==> config.mk <==
export PLATFORM = sky130hd
export DESIGN_NAME = button_cond
export DESIGN_NICKNAME = d
export VERILOG_FILES = /design/src/rtl/button_cond.sv
export SDC_FILE = /design/constraint.sdc
export NUM_CORES = 1
export LEC_CHECK = 0
export ABC_AREA = 1
export ABC_CLOCK_PERIOD_IN_PS = 3000
export CAP_MARGIN = 20
export CORE_MARGIN = 2
export CORE_UTILIZATION = 47
export CTS_BUF_LIST = sky130_fd_sc_hd__clkbuf_2 sky130_fd_sc_hd__clkbuf_4 sky130_fd_sc_hd__clkbuf_8
export DETAILED_ROUTE_END_ITERATION = 7
export PLACE_DENSITY = 0.64
export SLEW_MARGIN = 25
export SYNTH_ARGS = -nofsm -noshare
export SYNTH_HDL_FRONTEND = slang
export SYNTH_SLANG_ARGS = --single-unit
==> constraint.sdc <==
create_clock -name i_clk -period 3 [get_ports i_clk]
set_input_delay 0.45 -clock i_clk [delete_from_list [all_inputs] [get_ports i_clk]]
set_output_delay 0.45 -clock i_clk [all_outputs]
set_load 0.05 [all_outputs]
==> src/rtl/button_cond.sv <==
// ============================================================================
//  Module   : button_cond
//  Purpose  : Input conditioning for the four cursor push-buttons that feed
//             DataGen. Each raw pin is synchronised (2 FF), debounced, and
//             turned into a registered single-cycle press strobe. Opposing
//             buttons (up/down, left/right) that strobe on the same edge
//             cancel each other.
//  Macro    : BUTTON_REPEAT_EN - when defined, a held button also emits
//             auto-repeat strobes (REPEAT_DELAY after the press strobe, then
//             every REPEAT_PERIOD cycles).
//  Ports    : i_clk            - clock, rising edge
//             i_rst            - asynchronous active-high reset
//             i_btn_up/down/left/right     - raw button levels, 1 = pressed
//             o_buffon_up/down/left/right  - one-cycle press strobes
//             o_held[3:0]      - debounced levels {up, down, left, right}
//  Revision : 1.0 - initial release
// ============================================================================
`default_nettype none

module button_cond #(
   parameter int DEBOUNCE_CYCLES = 250000,
   parameter int REPEAT_DELAY    = 25000000,
   parameter int REPEAT_PERIOD   = 5000000
) (
   input  logic       i_clk,
   input  logic       i_rst,
   input  logic       i_btn_up,
   input  logic       i_btn_down,
   input  logic       i_btn_left,
   input  logic       i_btn_right,
   output logic       o_buffon_up,
   output logic       o_buffon_down,
   output logic       o_buffon_left,
   output logic       o_buffon_right,
   output logic [3:0] o_held
);

   localparam int              CNT_W    = (DEBOUNCE_CYCLES > 2) ? $clog2(DEBOUNCE_CYCLES) : 1;
   localparam logic [CNT_W-1:0] CNT_LAST = CNT_W'(DEBOUNCE_CYCLES - 1);

   // Bit order everywhere: 3 = up, 2 = down, 1 = left, 0 = right.
   logic [3:0] raw;
   logic [3:0] db;
   logic [3:0] cand;
   logic [3:0] pulse;

   assign raw = {i_btn_up, i_btn_down, i_btn_left, i_btn_right};

   for (genvar g = 0; g < 4; g++) begin : g_btn
      logic             s1;
      logic             s2;
      logic             db_q;
      logic [CNT_W-1:0] cnt;
      logic             accept;
      logic             rise;
      logic             fall;
      logic             rep;

      // Level change is accepted on the edge where the counter has seen
      // DEBOUNCE_CYCLES-1 prior mismatching cycles and the mismatch persists.
      assign accept = (s2 != db_q) && (cnt == CNT_LAST);
      assign rise   = accept &  s2;
      assign fall   = accept & ~s2;

      always_ff @(posedge i_clk or posedge i_rst) begin
         if (i_rst) begin
            s1   <= 1'b0;
            s2   <= 1'b0;
            db_q <= 1'b0;
            cnt  <= '0;
         end else begin
            s1 <= raw[g];
            s2 <= s1;
            if (s2 == db_q) begin
               cnt <= '0;
            end else if (accept) begin
               db_q <= s2;
               cnt  <= '0;
            end else begin
               cnt <= cnt + CNT_W'(1);
            end
         end
      end

`ifdef BUTTON_REPEAT_EN
      localparam int RPT_MAX = (REPEAT_DELAY > REPEAT_PERIOD) ? REPEAT_DELAY : REPEAT_PERIOD;
      localparam int RPT_W   = (RPT_MAX > 2) ? $clog2(RPT_MAX) : 1;

      logic [RPT_W-1:0] rcnt;
      logic             rphase;   // 0: waiting for first repeat, 1: periodic
      logic [RPT_W-1:0] rlast;

      assign rlast = rphase ? RPT_W'(REPEAT_PERIOD - 1) : RPT_W'(REPEAT_DELAY - 1);
      // No repeat on the edge where the button is being released.
      assign rep   = db_q & ~fall & (rcnt == rlast);

      always_ff @(posedge i_clk or posedge i_rst) begin
         if (i_rst) begin
            rcnt   <= '0;
            rphase <= 1'b0;
         end else if (rise || !db_q || fall) begin
            rcnt   <= '0;
            rphase <= 1'b0;
         end else if (rep) begin
            // Timer restarts even if the strobe is cancelled downstream.
            rcnt   <= '0;
            rphase <= 1'b1;
         end else begin
            rcnt <= rcnt + RPT_W'(1);
         end
      end
`else
      assign rep = 1'b0;
`endif

      assign db[g]   = db_q;
      assign cand[g] = rise | rep;
   end : g_btn

`ifndef BUTTON_REPEAT_EN
   // Repeat timing has no effect in this build; referenced only here.
   if (REPEAT_DELAY < 1 || REPEAT_PERIOD < 1) begin : g_repeat_params_unused
   end
`endif

   // Opposing pairs that fire together cancel each other.
   always_ff @(posedge i_clk or posedge i_rst) begin
      if (i_rst) begin
         pulse <= 4'b0000;
      end else begin
         pulse <= {cand[3] & ~cand[2],
                   cand[2] & ~cand[3],
                   cand[1] & ~cand[0],
                   cand[0] & ~cand[1]};
      end
   end

   assign o_buffon_up    = pulse[3];
   assign o_buffon_down  = pulse[2];
   assign o_buffon_left  = pulse[1];
   assign o_buffon_right = pulse[0];
   assign o_held         = db;

endmodule

`default_nettype wire
==> impl_metrics.ini <==
[run_status]
outcome = complete, no violations

[detailed_routing]
vias = 3486
routedWlPerCell_um = 12.2
postRouteAntennaNets = 0
drt_iter0_drc = 150
viasPerCell = 4.86
drcViolationCount = 0
wl_mm = 8.73
drt_first_pass_iters = 5

[global_route]
grt_usage_pct = 18.9
grt_antenna_before_repair = 0
grt_pass1_vias = 3442
grt_overflow = 0
grt_pass1_wl_mm = 15.7
grt_max_degree = 37

[critical_path]
crit_path_start_kind = flip-flop
cpPeakStageDelay_ps = 820
path_max_fanout = 4
rr_endpoint = pulse[1]
r2r_cells = 6
cpMaxStageDelayCell = clkdlybuf4s50_1
timing.reg2reg.setup_slack_ps = 1360
reg2reg_from = g_btn[1].cnt[0]
crit_buf_inv = 1
crit_family = buffers and inverters
crit_required_ps = 2550
end_kind = primary output
crit_chain = clkdlybuf4s50_1
cp.arrival_ps = 1570
path_class = flip-flop to primary output

[final_layout]
antennaDiodeCount = 0
final_cell_area_mm2 = 0.00506
drive_gt1_share_pct = 9.68
area_growth_pct = 10.8
fillers = 875
final_common_cell = nor2_1
layout.nets = 594
final_cell_mix = nor2_1 (149), nand2_1 (102), dfrtp_1 (88), inv_1 (46), nand3_1 (44)
post-route-util_pct = 54.2

[place]
place_ws_ps = 1340
gp_congestion = 0.893
placed_cell_area_mm2 = 0.00485
hpwlAfterDp_mm = 6.48
io_buffers = 13

[sta]
finalHoldViolations = 0
period_needed_ps = 2020
setup_tns_ps = 0
clock_skew_ps = 14.2
setup_ws_ps = 982
fin_crit_sh_pct = 67.3
finalSetupViolCount = 0
final_max_slew_viol_count = 0
worstMarginPinSlew_ps = 632
max_slew_margin_pct = 57.8
rsz0062_at_grt = false
max_freq_mhz = 496

[min_path]
holdPathEnd = g_btn[3].s2
min_path_type = flip-flop to flip-flop
min_from = g_btn[3].s1
hold_path_depth = 0

[floorplanning]
fp-row-count = 35
die_area_mm2 = 0.0105
ioPinCount = 14
die_w_um = 103
initial_utilization_pct = 48.9
core_area_mm2 = 0.00933
die_h_um = 103

[logic_synthesis]
ys.warnings.count = 0
synth-seq-area-share_pct = 48.2
syn-num-nets = 572
synth_area_mm2 = 0.00456
yosys_register_bits = 88
synth_area_per_cell_um2 = 8.12
ys_types = 27
syn_inst = 562

[power]
pwr_density_cell_mw_per_mm2 = 422
power.total_uw = 2130
ir_drop_uv = 257
leakagePower_uw = 0.00216

[clock_tree]
clk_path_buf_depth = 2
h-tree-depth = 3
path_clk_slew_ps = 80
clock_sinks = 88
numCtsBuffers = 9
hold_buffers = 0
cts.repair.resized = 0
cts_tree = yes
cts.root.buffer_cell = clkbuf_8
postCtsSetupRepairBufs = 0
insertion_delay_ps = 360

[job]
drv_cap = 0
-- cell usage after synthesis --
cell type	instances	area [um2]
nor2_1	149	559
nand2_1	102	383
dfrtp_1	88	2200
inv_1	47	176
nand3_1	44	220
xor2_1	30	263
nand2_2	11	68.8
xnor2_1	11	96.3
nor2_2	9	56.3
nand4_1	8	50.1
nor3_1	7	35.0
nor2_4	6	67.6
nor3b_1	6	45.0
a21oi_1	5	25.0
nand3_2	5	50.1
o21ai_0	5	25.0
and2_1	4	25.0
buf_4	4	30.0
ha_1	4	50.1
o21ai_1	4	20.0
nand2_4	3	33.8
a31oi_1	2	12.5
inv_2	2	7.51
nand3b_1	2	15.0
o21bai_1	2	15.0
nor2_8	1	20.0
nor3b_2	1	12.5
-- per-layer routing --
layer  global-route usage (%)  up-vias  wire [um]
li1                         -     1804          -
met1                     26.9     1624       4400
met2                     29.6       51       3970
met3                     3.53        7        270
met4                     6.15        0         87
met5                        0        -          0
-- through the flow --
step | std cells | hold WS [ps]
after floorplan | 562 | 331
after global placement | 702 | 334
after detailed placement | 702 | 335
after CTS | 718 | 354
after global routing | 718 | 366
final | 718 | 353
-- power breakdown --
part / internal [uW] / total, uW / switching [uW] / leakage (uW)
Combinational: 25.8 / 85.9 / 60.1 / 0.000857
Sequential: 1200 / 1220 / 15.9 / 0.00120
Clock: 417 / 828 / 412 / 0.000101
-- final cells by class --
type,instances,area (um2),share of cell area [%]
well taps,129,161,3.19
flip-flops and latches,88,2200,43.6
inverters,49,185,3.66
clock inverters,4,55.1,1.09
multi-input cells,421,2150,42.5
repair buffers,15,158,3.12
clock buffers,12,146,2.90
-- worst max-delay path by stage --
| stage | start | end | depth (start not counted) |
|---|---|---|---|
| CTS | g_btn[1].db_q | o_held[1] | 1 |
| finish | g_btn[1].db_q | o_held[1] | 1 |
| floorplan | i_rst | g_btn[0].cnt[0] | 1 |
| detailed placement | i_rst | pulse[1] | 3 |
| global route | g_btn[2].db_q | o_held[2] | 1 |
| global placement | i_rst | pulse[1] | 3 |
-- cell families after synthesis --
| family | count (synthesis) | synth area share, % |
|---|---|---|
| buf+inv | 53 | 4.69 |
| fa+ha+maj | 4 | 1.10 |
| xor+xnor | 41 | 7.87 |
| flops | 88 | 48.2 |
| compound gates | 18 | 2.14 |
| simple gates | 358 | 36.0 |
-- flip-flops by register name, indices dropped and copies added (netlist names) --
| register | count |
|---|---|
| g_btn.cnt | 72 |
| g_btn.db_q | 4 |
| g_btn.s1 | 4 |
| g_btn.s2 | 4 |
| pulse | 4 |
Power figures use the tool's default switching activity.
==> patch: new RTL, same flow settings <==
Register the input `i_btn_left` before use, with the module's reset. The logic sees it one clock later. The other inputs are not delayed to match.
--- a/src/rtl/button_cond.sv
+++ b/src/rtl/button_cond.sv
@@ -38,13 +38,23 @@
    localparam int              CNT_W    = (DEBOUNCE_CYCLES > 2) ? $clog2(DEBOUNCE_CYCLES) : 1;
    localparam logic [CNT_W-1:0] CNT_LAST = CNT_W'(DEBOUNCE_CYCLES - 1);
 
+   logic i_btn_left_q;
+
+   always_ff @(posedge i_clk or posedge i_rst) begin
+      if (i_rst) begin
+         i_btn_left_q <= '0;
+      end else begin
+         i_btn_left_q <= i_btn_left;
+      end
+   end
+
    // Bit order everywhere: 3 = up, 2 = down, 1 = left, 0 = right.
    logic [3:0] raw;
    logic [3:0] db;
    logic [3:0] cand;
    logic [3:0] pulse;
 
-   assign raw = {i_btn_up, i_btn_down, i_btn_left, i_btn_right};
+   assign raw = {i_btn_up, i_btn_down, i_btn_left_q, i_btn_right};
 
    for (genvar g = 0; g < 4; g++) begin : g_btn
       logic             s1;
Check against the original RTL: no difference found for any inputs over 10 cycles, from zero or initial values and one cycle with i_rst high; that may be too few to reach the edited logic, so the function may still have changed.
==> patch against the unedited design <==
  * Worst hold slack gained 0.0060 ns
  * Clock power shrank 3.4%
  * Global-route usage grew 0.16 points
  * Cell area grew 0.32%
  * Total power shrank 0.71%
  * Routed wire length grew 0.58%
  * Fmax shrank 1.7%
  * Synthesized area grew 0.99%
  * Clock skew grew 0.0040 ns
  * Worst setup slack lost 0.035 ns
  * Synthesized cell count shrank 0.36%
  * Sequential cell count grew 1
  * Largest cell class unchanged
==> patch: results <==
export IMPL_cts_setup_buffers=0
export IMPL_drive_gt1_share_pct=10.1
export IMPL_irDropWorstVdd_mv=0.227
export IMPL_path_clk_slew_ns=0.10
export IMPL_fillers=952
export IMPL_wire_per_inst_um=12.2
export IMPL_gp_congestion=0.903
export IMPL_yosys_warnings=0
export IMPL_htreeDepth=3
export IMPL_nets=590
export IMPL_syn_avg_cell_area_sq_um=8.23
export IMPL_placed_cells=702
export IMPL_regMostFlops="g_btn.cnt"
export IMPL_clock_path_buffers=2
export IMPL_hpwl_um=6350
export IMPL_dr_pass1_iters=4
export IMPL_grt_max_degree=47
export IMPL_clk_latency_ns=0.38
export IMPL_drt_total_wl_um=8780
export IMPL_antenna_found_initial=0
export IMPL_cp_arrival_ns=1.60
export IMPL_worst_clock_skew_ns=0.0181
export IMPL_ys_types=28
export IMPL_grt_util_all_layers_pct=19.1
export IMPL_slew_limit_headroom_pct=48.6
export IMPL_p_leak_uw=0.00208
export IMPL_grt_pass1_vias=3509
export IMPL_crit_path_max_fanout=4
export IMPL_numPortBuffers=13
export IMPL_status="complete, no violations"
export IMPL_drt_iter0_drc=83
export IMPL_syn_nets=570
export IMPL_grt_pass1_wl_um=15800
export IMPL_synthTopCellsByCount="nor2_1, nand2_1, dfrtp_1, inv_1, nand3_1"
export IMPL_vias=3508
export IMPL_synthTopCellsByArea="dfrtp_1, nor2_1, nand2_1"
export IMPL_yosysSeqAreaShare_pct=48.3
## patch: final timing paths
path / cells past startpoint / slack (ns) / to / from
min reg2reg: 0 / 0.36 / g_btn[0].s2$_DFF_PP0_ / g_btn[0].s1$_DFF_PP0_
min: 0 / 0.36 / g_btn[0].s2$_DFF_PP0_ / g_btn[0].s1$_DFF_PP0_
max: 1 / 0.95 / o_held[2] / g_btn[2].db_q$_DFFE_PP0P_
max in group asynchronous: 3 / 1.81 / g_btn[1].cnt[17]$_DFF_PP0_ / i_rst
max reg2reg: 7 / 1.43 / g_btn[0].cnt[9]$_DFF_PP0_ / g_btn[0].s2$_DFF_PP0_
min in group asynchronous: 2 / 0.51 / i_btn_left_q$_DFF_PP0_ / i_rst
## patch: cell families after synthesis
| logic type | synth area share (%) |
|---|---|
| xor gates and xnor gates | 7.41 |
| DFF | 48.3 |
| adders and majority gates | 1.09 |
| buffers and inverters | 4.72 |
| and+or+nand+nor | 36.1 |
| AOI/OAI and AO/OA | 2.33 |
## patch: metal layers
metal | vias to the layer above | GRT usage [%] | part of all wire (%)
met3 | 15 | 4.88 | 3.3
met1 | 1636 | 25.9 | 49
met5 | - | 0 | 0
met4 | 0 | 5.97 | 1.8
li1 | 1804 | - | -
met2 | 53 | 30.2 | 45
## patch: per-stage QoR
step	util, %	setup WS [ns]	hold slack (ns)	instance area [sq um]
finish	52.6	0.946	0.359	5070
global route	52.6	0.881	0.367	5070
CTS	52.6	0.934	0.364	5070
detailed placement	50.7	1.35	0.338	4890
global placement	50.7	1.34	0.334	4890
floorplan	-	0.243	0.331	4610
## patch: power breakdown
| group | switching, uW | internal [uW] |
|---|---|---|
| clock network | 482 | 318 |
| logic | 58.9 | 25.0 |
| registers | 15.9 | 1220 |
| total | 557 | 1560 |
## patch: final cells by class
type                            instances  area [sq um]  area share, %
Sequential cell                        89          2230           43.9
Multi-Input combinational cell        419          2160           42.7
Inverter                               47           178           3.50
Tap cell                              133           166           3.28
Timing Repair Buffer                   14           150           2.96
Clock buffer                            9           124           2.44
Clock inverter                          7          62.6           1.23
## patch: worst reg2reg max path, delay by kind of cell, from the launching register on
family / cells / cell delay, ns
and+or+nand+nor: 6 / 0.98
DFF: 1 / 0.43
buffers and inverters: 1 / 0.05
